**config.mk**
```make
export PLATFORM = sky130hd
export DESIGN_NAME = arr_feeder
export DESIGN_NICKNAME = d
export VERILOG_FILES = /design/src/rtl/arr_feeder.sv
export SDC_FILE = /design/constraint.sdc
export NUM_CORES = 1
export LEC_CHECK = 0
export BUFFER_PORTS_ARGS = -buffer_cell sky130_fd_sc_hd__buf_2
export CELL_PAD_IN_SITES_DETAIL_PLACEMENT = 1
export CELL_PAD_IN_SITES_GLOBAL_PLACEMENT = 1
export CORE_AREA = 2 2 127 129
export DETAILED_ROUTE_END_ITERATION = 8
export DIE_AREA = 0 0 129 131
export GPL_TIMING_DRIVEN = 1
export PLACE_DENSITY = 0.92
export SLEW_MARGIN = 20
export SYNTH_ARGS = -nofsm -noshare
export SYNTH_HDL_FRONTEND = slang
export SYNTH_SLANG_ARGS = --single-unit
export TNS_END_PERCENT = 1
```
**constraint.sdc**
```tcl
create_clock -name clk -period 11.55 [get_ports clk]
set_input_delay 1.155 -clock clk [delete_from_list [all_inputs] [get_ports clk]]
set_output_delay 1.155 -clock clk [all_outputs]
set_load 0.005 [all_outputs]
```
**src/rtl/arr_feeder.sv**
```systemverilog
// Skewing feeder for the 4x4 systolic array: lane k is delayed k extra cycles, zeros are
// padded after the last beat so the array drains. Optional beat counter: ARR_FEED_CNT_EN.
module arr_feeder_lane #(
  parameter int DW    = 8,
  parameter int DEPTH = 1
) (
  input  logic          clk,
  input  logic          rst,
  input  logic          adv,
  input  logic [DW-1:0] din,
  output logic [DW-1:0] dout
);
  logic [DEPTH-1:0][DW-1:0] sr;

  always_ff @(posedge clk or posedge rst) begin
    if (rst) begin
      sr <= '0;
    end else if (adv) begin
      for (int i = DEPTH-1; i > 0; i--) sr[i] <= sr[i-1];
      sr[0] <= din;
    end
  end

  assign dout = sr[DEPTH-1];
endmodule

module arr_feeder #(
  parameter int DW    = 8,
  parameter int DRAIN = 7
) (
  input  logic          clk,
  input  logic          rst,
  input  logic          in_valid,
  output logic          in_ready,
  input  logic          in_last,
  input  logic [4*DW-1:0] w_vec,
  input  logic [4*DW-1:0] a_vec,
  output logic [DW-1:0] w1_out,
  output logic [DW-1:0] w2_out,
  output logic [DW-1:0] w3_out,
  output logic [DW-1:0] w4_out,
  output logic [DW-1:0] a1_out,
  output logic [DW-1:0] a2_out,
  output logic [DW-1:0] a3_out,
  output logic [DW-1:0] a4_out,
  output logic          hold,
  output logic          busy,
  output logic          done
`ifdef ARR_FEED_CNT_EN
  ,
  output logic [15:0]   beat_cnt
`endif
);
  localparam int NUM_LANES = 4;
  localparam int CW = (DRAIN > 1) ? $clog2(DRAIN) : 1;

  typedef enum logic [1:0] {IDLE, FEED, DRN, DONE} state_t;

  state_t                          state;
  logic [CW-1:0]                   drain_cnt;
  logic                            accept, adv;
  logic [4*DW-1:0]                 din_w, din_a;
  logic [NUM_LANES-1:0][DW-1:0]    w_lane, a_lane;

  // in_ready is forced low while rst is held so nothing is taken during reset
  assign in_ready = !rst && (state == IDLE || state == FEED);
  assign accept   = in_valid && in_ready;
  assign adv      = accept || (state == DRN);
  // array and skew line freeze on exactly the same cycles
  assign hold     = !adv;
  assign din_w    = accept ? w_vec : '0;
  assign din_a    = accept ? a_vec : '0;

  for (genvar k = 0; k < NUM_LANES; k++) begin : g_lane
    arr_feeder_lane #(.DW(DW), .DEPTH(k+1)) u_w (
      .clk(clk), .rst(rst), .adv(adv), .din(din_w[k*DW +: DW]), .dout(w_lane[k])
    );
    arr_feeder_lane #(.DW(DW), .DEPTH(k+1)) u_a (
      .clk(clk), .rst(rst), .adv(adv), .din(din_a[k*DW +: DW]), .dout(a_lane[k])
    );
  end

  assign w1_out = w_lane[0];
  assign w2_out = w_lane[1];
  assign w3_out = w_lane[2];
  assign w4_out = w_lane[3];
  assign a1_out = a_lane[0];
  assign a2_out = a_lane[1];
  assign a3_out = a_lane[2];
  assign a4_out = a_lane[3];

  always_ff @(posedge clk or posedge rst) begin
    if (rst) begin
      state     <= IDLE;
      drain_cnt <= '0;
      busy      <= 1'b0;
      done      <= 1'b0;
    end else begin
      case (state)
        IDLE: if (accept) begin
          busy <= 1'b1;
          if (in_last) begin
            state     <= DRN;
            drain_cnt <= CW'(DRAIN-1);
          end else begin
            state <= FEED;
          end
        end
        FEED: if (accept && in_last) begin
          state     <= DRN;
          drain_cnt <= CW'(DRAIN-1);
        end
        DRN: if (drain_cnt == '0) begin
          state <= DONE;
          busy  <= 1'b0;
          done  <= 1'b1;
        end else begin
          drain_cnt <= drain_cnt - 1'b1;
        end
        default: begin
          state <= IDLE;
          done  <= 1'b0;
        end
      endcase
    end
  end

`ifdef ARR_FEED_CNT_EN
  always_ff @(posedge clk or posedge rst) begin
    if (rst)                           beat_cnt <= '0;
    else if (accept && state == IDLE)  beat_cnt <= 16'd1;
    else if (accept && beat_cnt != 16'hFFFF) beat_cnt <= beat_cnt + 16'd1;
  end
`endif
endmodule

```
== Word-level counts from Yosys, hierarchy flattened ==
Index checks and enable logic that the tools add are counted.
Operators by class
  $add $sub $neg: 1
  $mul: 0
  div/mod/pow operators: 0
  order comparisons: 0
  eq/ne operators: 7
  shift-type cells: 0
  muxes and demuxes: 17
  bitwise operators: 1
  reduce and logical (&&, ||, !) cells: 16
Operators with widths (count)
  two-way mux 32 bit: 2
  two-way mux 3 bit: 4
  case mux 3 bit (3 select lines): 1
  two-way mux 2 bit: 4
  != test 2 bit (second input constant): 3
  case mux 2 bit (3 select lines): 1
  AND reduction 3 bit: 2
  AND reduction 5 bit: 1
  != test 2 x 1 -> 1 bit (second input constant): 2
  case mux 1 bit (2 select lines): 2
  logical AND 1 bit: 3
  zero test 3 bit: 1
  two-way mux 1 bit: 3
  nonzero test 3 bit: 1
  subtractor 3 x 1 -> 3 bit (second input constant): 1
  equality test 2 x 1 -> 1 bit (second input constant): 1
  equality test 2 bit (second input constant): 1
  zero test 1 bit: 2
  zero test 2 bit: 1
  logical OR 1 bit: 2
  AND reduction 2 bit: 1
  nonzero test 2 bit: 1
  OR reduction 2 bit: 1
  NOT 1 bit: 1
Word-level totals
  flip-flop bits (word level): 167
  bits in latches: 0
  RAM bits: 0
  bits in read-only memories: 0
  input bits: 68
  logic and storage cells: 66
  memories: 0

== Logic depth before layout (Yosys ltp) ==
  word-level depth: 7
  depth in mapped cells: 9

== Modules after synthesis ==
From an unflattened synthesis, not the netlist that was laid out.
Second synthesis, totals
  cells, all modules: 518
  area, all modules: 7963.9 um2
Modules (own cells, without submodules)
  arr_feeder_lane (g_lane[3].u_a ...): times used 2, cells an instance 77, area an instance 1408.9 um2, seq. area each 800.8 um2
  arr_feeder_lane (g_lane[2].u_a ...): times used 2, cells an instance 60, area an instance 1061.0 um2, seq. area each 600.6 um2
  arr_feeder_lane (g_lane[1].u_a ...): times used 2, cells an instance 43, area an instance 713.2 um2, seq. area each 400.4 um2
  arr_feeder: times used 1, cells an instance 122, area an instance 927.1 um2, seq. area each 175.2 um2
  arr_feeder_lane (g_lane[0].u_a ...): times used 2, cells an instance 18, area an instance 335.3 um2, seq. area each 200.2 um2

== Least setup slack after synthesis ==
OpenSTA, ideal clock, no wires.
  kind: input port to output port
  start: input in_valid
  end: output hold
  arrival: 1.843 ns
  path slack: 8.552 ns
  cell stages on the path: 4
  path buffers: 2
  cell sequence: nor2b_1 > a21oi_4 > buf_4 > buf_6
Between the ends
  word-level cells in the longest chain between the ends: 3
RTL lines
  start, declared: line 33  | input logic in_valid,
  logical AND 1 bit: line 67  | assign accept = in_valid && in_ready;
  logical OR 1 bit: line 68  | assign adv = accept || (state == DRN);
  zero test 1 bit: line 70  | assign hold = !adv;
  end, declared: line 46  | output logic hold,
No other way between the ends.

== Final worst setup path ==
  start: register state[0]
  end: output hold
Between the ends
  word-level cells in the longest chain between the ends: 6
RTL lines
  start, declared: line 59  | state_t state;
  start signal, assigned: line 94  | state <= IDLE;
  start signal, assigned: line 103  | state <= DRN;
  start signal, assigned: line 106  | state <= FEED;
  equality test 2 x 1 -> 1 bit / zero test 2 bit (equally long branches): line 66  | assign in_ready = !rst && (state == IDLE || state == FEED);
  logical OR 1 bit: line 66
  logical AND 1 bit: line 66
  logical AND 1 bit: line 67
  logical OR 1 bit (*): line 68
  zero test 1 bit (*): line 70
Mark *: on every way between the ends. The rest lies on a longest branch, timed or not.

==> run_results.csv <==
group,metric,value,unit
finish,multiInputGateArea,2430,µm²
yosys,yosysTopAreaCell,"dfrtp_1",
grt,grt_pass1_wl,26.4,mm
sta,rsz0062_at_grt,"no",
grt,grt_pass1_vias,5137,
yosys,synth_edf_count,0,
yosys,synth_xor_area_share,0,%
sta,worst_pin_slew,0.992,ns
cts,cts_tree,"done",
finish,area_growth,15.1,%
finish,seq_area,4180,µm²
setup_path,r2r_setup_slack,8.17,ns
setup_path,end_kind,"output pin",
grt,globalRouteTotalUtil,20.1,%
route,route.detailed.drc,0,
route,top_layer_used,"met4",
pwr,vdd_drop_max,0.246,mV
setup_path,rr_startpoint,"state[0]",
yosys,synth_compound_area_share,5.98,%
setup_path,max_stage_delay,0.77,ns
yosys,synth_cell_types,28,
place,io_buffers,135,
sta,fmaxAchievable,263,MHz
sta,slew_violations,0,
setup_path,path_buf_inv,2,
yosys,ys_seq_elements,167,
route,wl_per_cell,18.3,µm
finish,most-common-layout-cells,"dfrtp_1 (167), buf_2 (135), mux2_2 (69)",
floorplanning,boundaryPins,136,
cts,cts_resized,0,
setup_path,critPathMaxFanout,29,
yosys,synth_fa_ha_area_share,1.05,%
cts,cts.clk_slew.worst_paths,0.06,ns
place,dp_hpwl,10.4,mm
yosys,synth_mux_area_share,15.4,%
yosys,synthFlopType,"dfrtp_1",
route,avgViaCountPerCell,5.17,
setup_path,path_class,"register to output pin",
cts,clk_latency,0.41,ns
setup_path,crit_end,"hold",
finish,fill_cells,1622,
cts,cts.sinks,167,
finish,postLayoutCoreUtil,52.9,%
setup_path,crit_path_start_kind,"register",
route,dr_wl_met3,519,µm
pwr,power_density,290,nW/µm²
floorplanning,coreArea,15600,µm²
setup_path,worstPathRequired,10.40,ns
route,drt-met1-wl,6.75,mm
setup_path,critPathSlowestCell,"a21oi_4",
yosys,avgSynthCellArea,12.1,µm²
route,wl,16.4,mm
yosys,ys_warn_count,0,
finish,layout-drive-gt1-share,36.5,%
yosys,netlist.area_leader.share,58.3,%
finish,fin_nets,738,
grt,overflow,0,
setup_path,crit_arrival,2.64,ns
grt,grt_max_degree,89,
yosys,syn_area,7170,µm²
status,outcome,"finished, final reports clean",
floorplanning,fp.dieW,129,µm
cts,cts_hold_buf,0,
sta,fin_hold_ws,0.489,ns
setup_path,timing.rr.end,"g_lane[2].u_a.sr[8]",
floorplanning,num_rows,46,
sta,clock_skew,0.00835,ns
route,dr.pass1.iters,5,
sta,setup_violations,0,
yosys,async_flop_share,100,%
yosys,yosysSeqAreaShare,58.3,%
sta,finalCritPeriodShare,32.9,%
floorplanning,start_util,46.0,%
cts,postCtsSetupBuffers,0,
sta,timing.final.crit_period,3.80,ns
grt,antenna_found_initial,1,
setup_path,crit_chain,"inv_1 > ha_1 > or2_2 > a21oi_4 > buf_2",
finish,layout_commonest_cell,"dfrtp_1",
setup_path,startpoint,"state[0]",
yosys,netlist_instances,592,
setup_path,worst-path-stages,5,
route,met2WireLength,8.69,mm
route,vias,4623,
sta,hold_viol,0,
route,ant_nets,0,
setup_path,reg2reg_depth,6,
cts,clock_path_buffers,2,
yosys,post_synth_and_or_nand_nor_area_fraction,11.3,%
sta,setup_tns,0,ns
yosys,synth_nets,666,
cts,cts_made_buffers,17,
yosys,synth_top_family_by_area,"multiplexers",
sta,relSlewSlack,33.9,%
place,place_congestion,0.802,
cts,htreeDepth,4,
cts,ctsRootBufferMaster,"clkbuf_16",
yosys,synthTopCellsByArea,"dfrtp_1 (58%), mux2_2 (11%), nand2b_1 (5.7%)",
pwr,p_leak,4.09,nW
route,drtIter0Drc,244,
floorplanning,die_h,131,µm
setup_path,crit_family,"compound AO/OA/AOI/OAI gates",
hold_path,hold_path.class,"register to register",
floorplanning,dieArea,16900,µm²
run,maxCapViolCount,0,
-- worst min path at each step --
stage,from,endpoint,slack (ns),cells past startpoint
2_1_floorplan,g_lane[3].u_a.sr[17],g_lane[3].u_a.dout[1],0.45,1
3_3_place_gp,g_lane[3].u_w.sr[8],g_lane[3].u_w.sr[16],0.46,1
3_5_place_dp,g_lane[3].u_w.sr[14],g_lane[3].u_w.sr[22],0.47,1
4_1_cts,g_lane[3].u_w.sr[14],g_lane[3].u_w.sr[22],0.49,1
5_1_grt,g_lane[3].u_w.sr[16],g_lane[3].u_w.sr[16],0.51,1
6_report,g_lane[3].u_w.sr[17],g_lane[3].u_w.sr[17],0.49,1
-- worst reg2reg max path, cell delays in order (launching register included) --
cell and delay, ns:
dfrtp_1 0.40, inv_1 0.10, ha_1 0.31, or2_2 0.37, a21oi_4 0.77, buf_4 0.81
mux2_2 0.51
-- state kept, by name, summed over array words and instances (netlist names) --
signal	cells
g_lane.u_w.sr	48
state	2
g_lane.u_a.sr	48
g_lane.u_a.dout	32
done	1
drain_cnt	3
g_lane.u_w.dout	32
busy	1
-- report_power, final --
group,switching [mW],internal (mW)
combinational,0.423,0.390
clock,0.234,0.349
sequential,0.145,0.851
total,0.802,1.59
-- per-stage QoR --
step                worst slack [ns]  cells  power [mW]  area [µm²]
floorplan                       5.88    592        1.63        7170
global placement                7.95    861        1.74        7640
detailed placement              7.90    861        1.83        7640
CTS                             7.69    893        2.42        8250
global route                    7.56    894        2.55        8250
finish                          7.75    894        2.39        8250
-- synth_stat cells (2+ instances only) --
library cell and number:
nand3_1 64, a21oi_1 4, buf_2 8, nand2_1 4, clkbuf_1 26, buf_4 49
nor2_1 9, buf_1 2, inv_1 8, nand2b_1 65, o21ai_0 64, buf_6 3
dfrtp_1 167, mux2_2 69, a211oi_1 4, mux2_1 29, ha_1 6
-- kinds of logic after synthesis --
group,Yosys count
compound gates,78
fa+ha+maj,6
buf+inv,96
flops,167
mux,98
simple gates,147
-- metal layers --
layer | global-route usage [%] | vias to the layer above
li1 | - | 2114
met2 | 36.0 | 115
met5 | 0 | -
met4 | 8.25 | 0
met1 | 23.8 | 2359
met3 | 3.75 | 35
-- final cells by class --
class | count | area share [%]
Clock buffer | 19 | 5.37
Clock inverter | 13 | 2.05
Sequential cell | 167 | 50.6
Tap cell | 216 | 3.28
Antenna cell | 1 | 0.0303
Timing Repair Buffer | 141 | 8.73
Inverter | 8 | 0.425
Multi-Input combinational cell | 329 | 29.5
No activity file was read; power rests on OpenSTA's default activity.
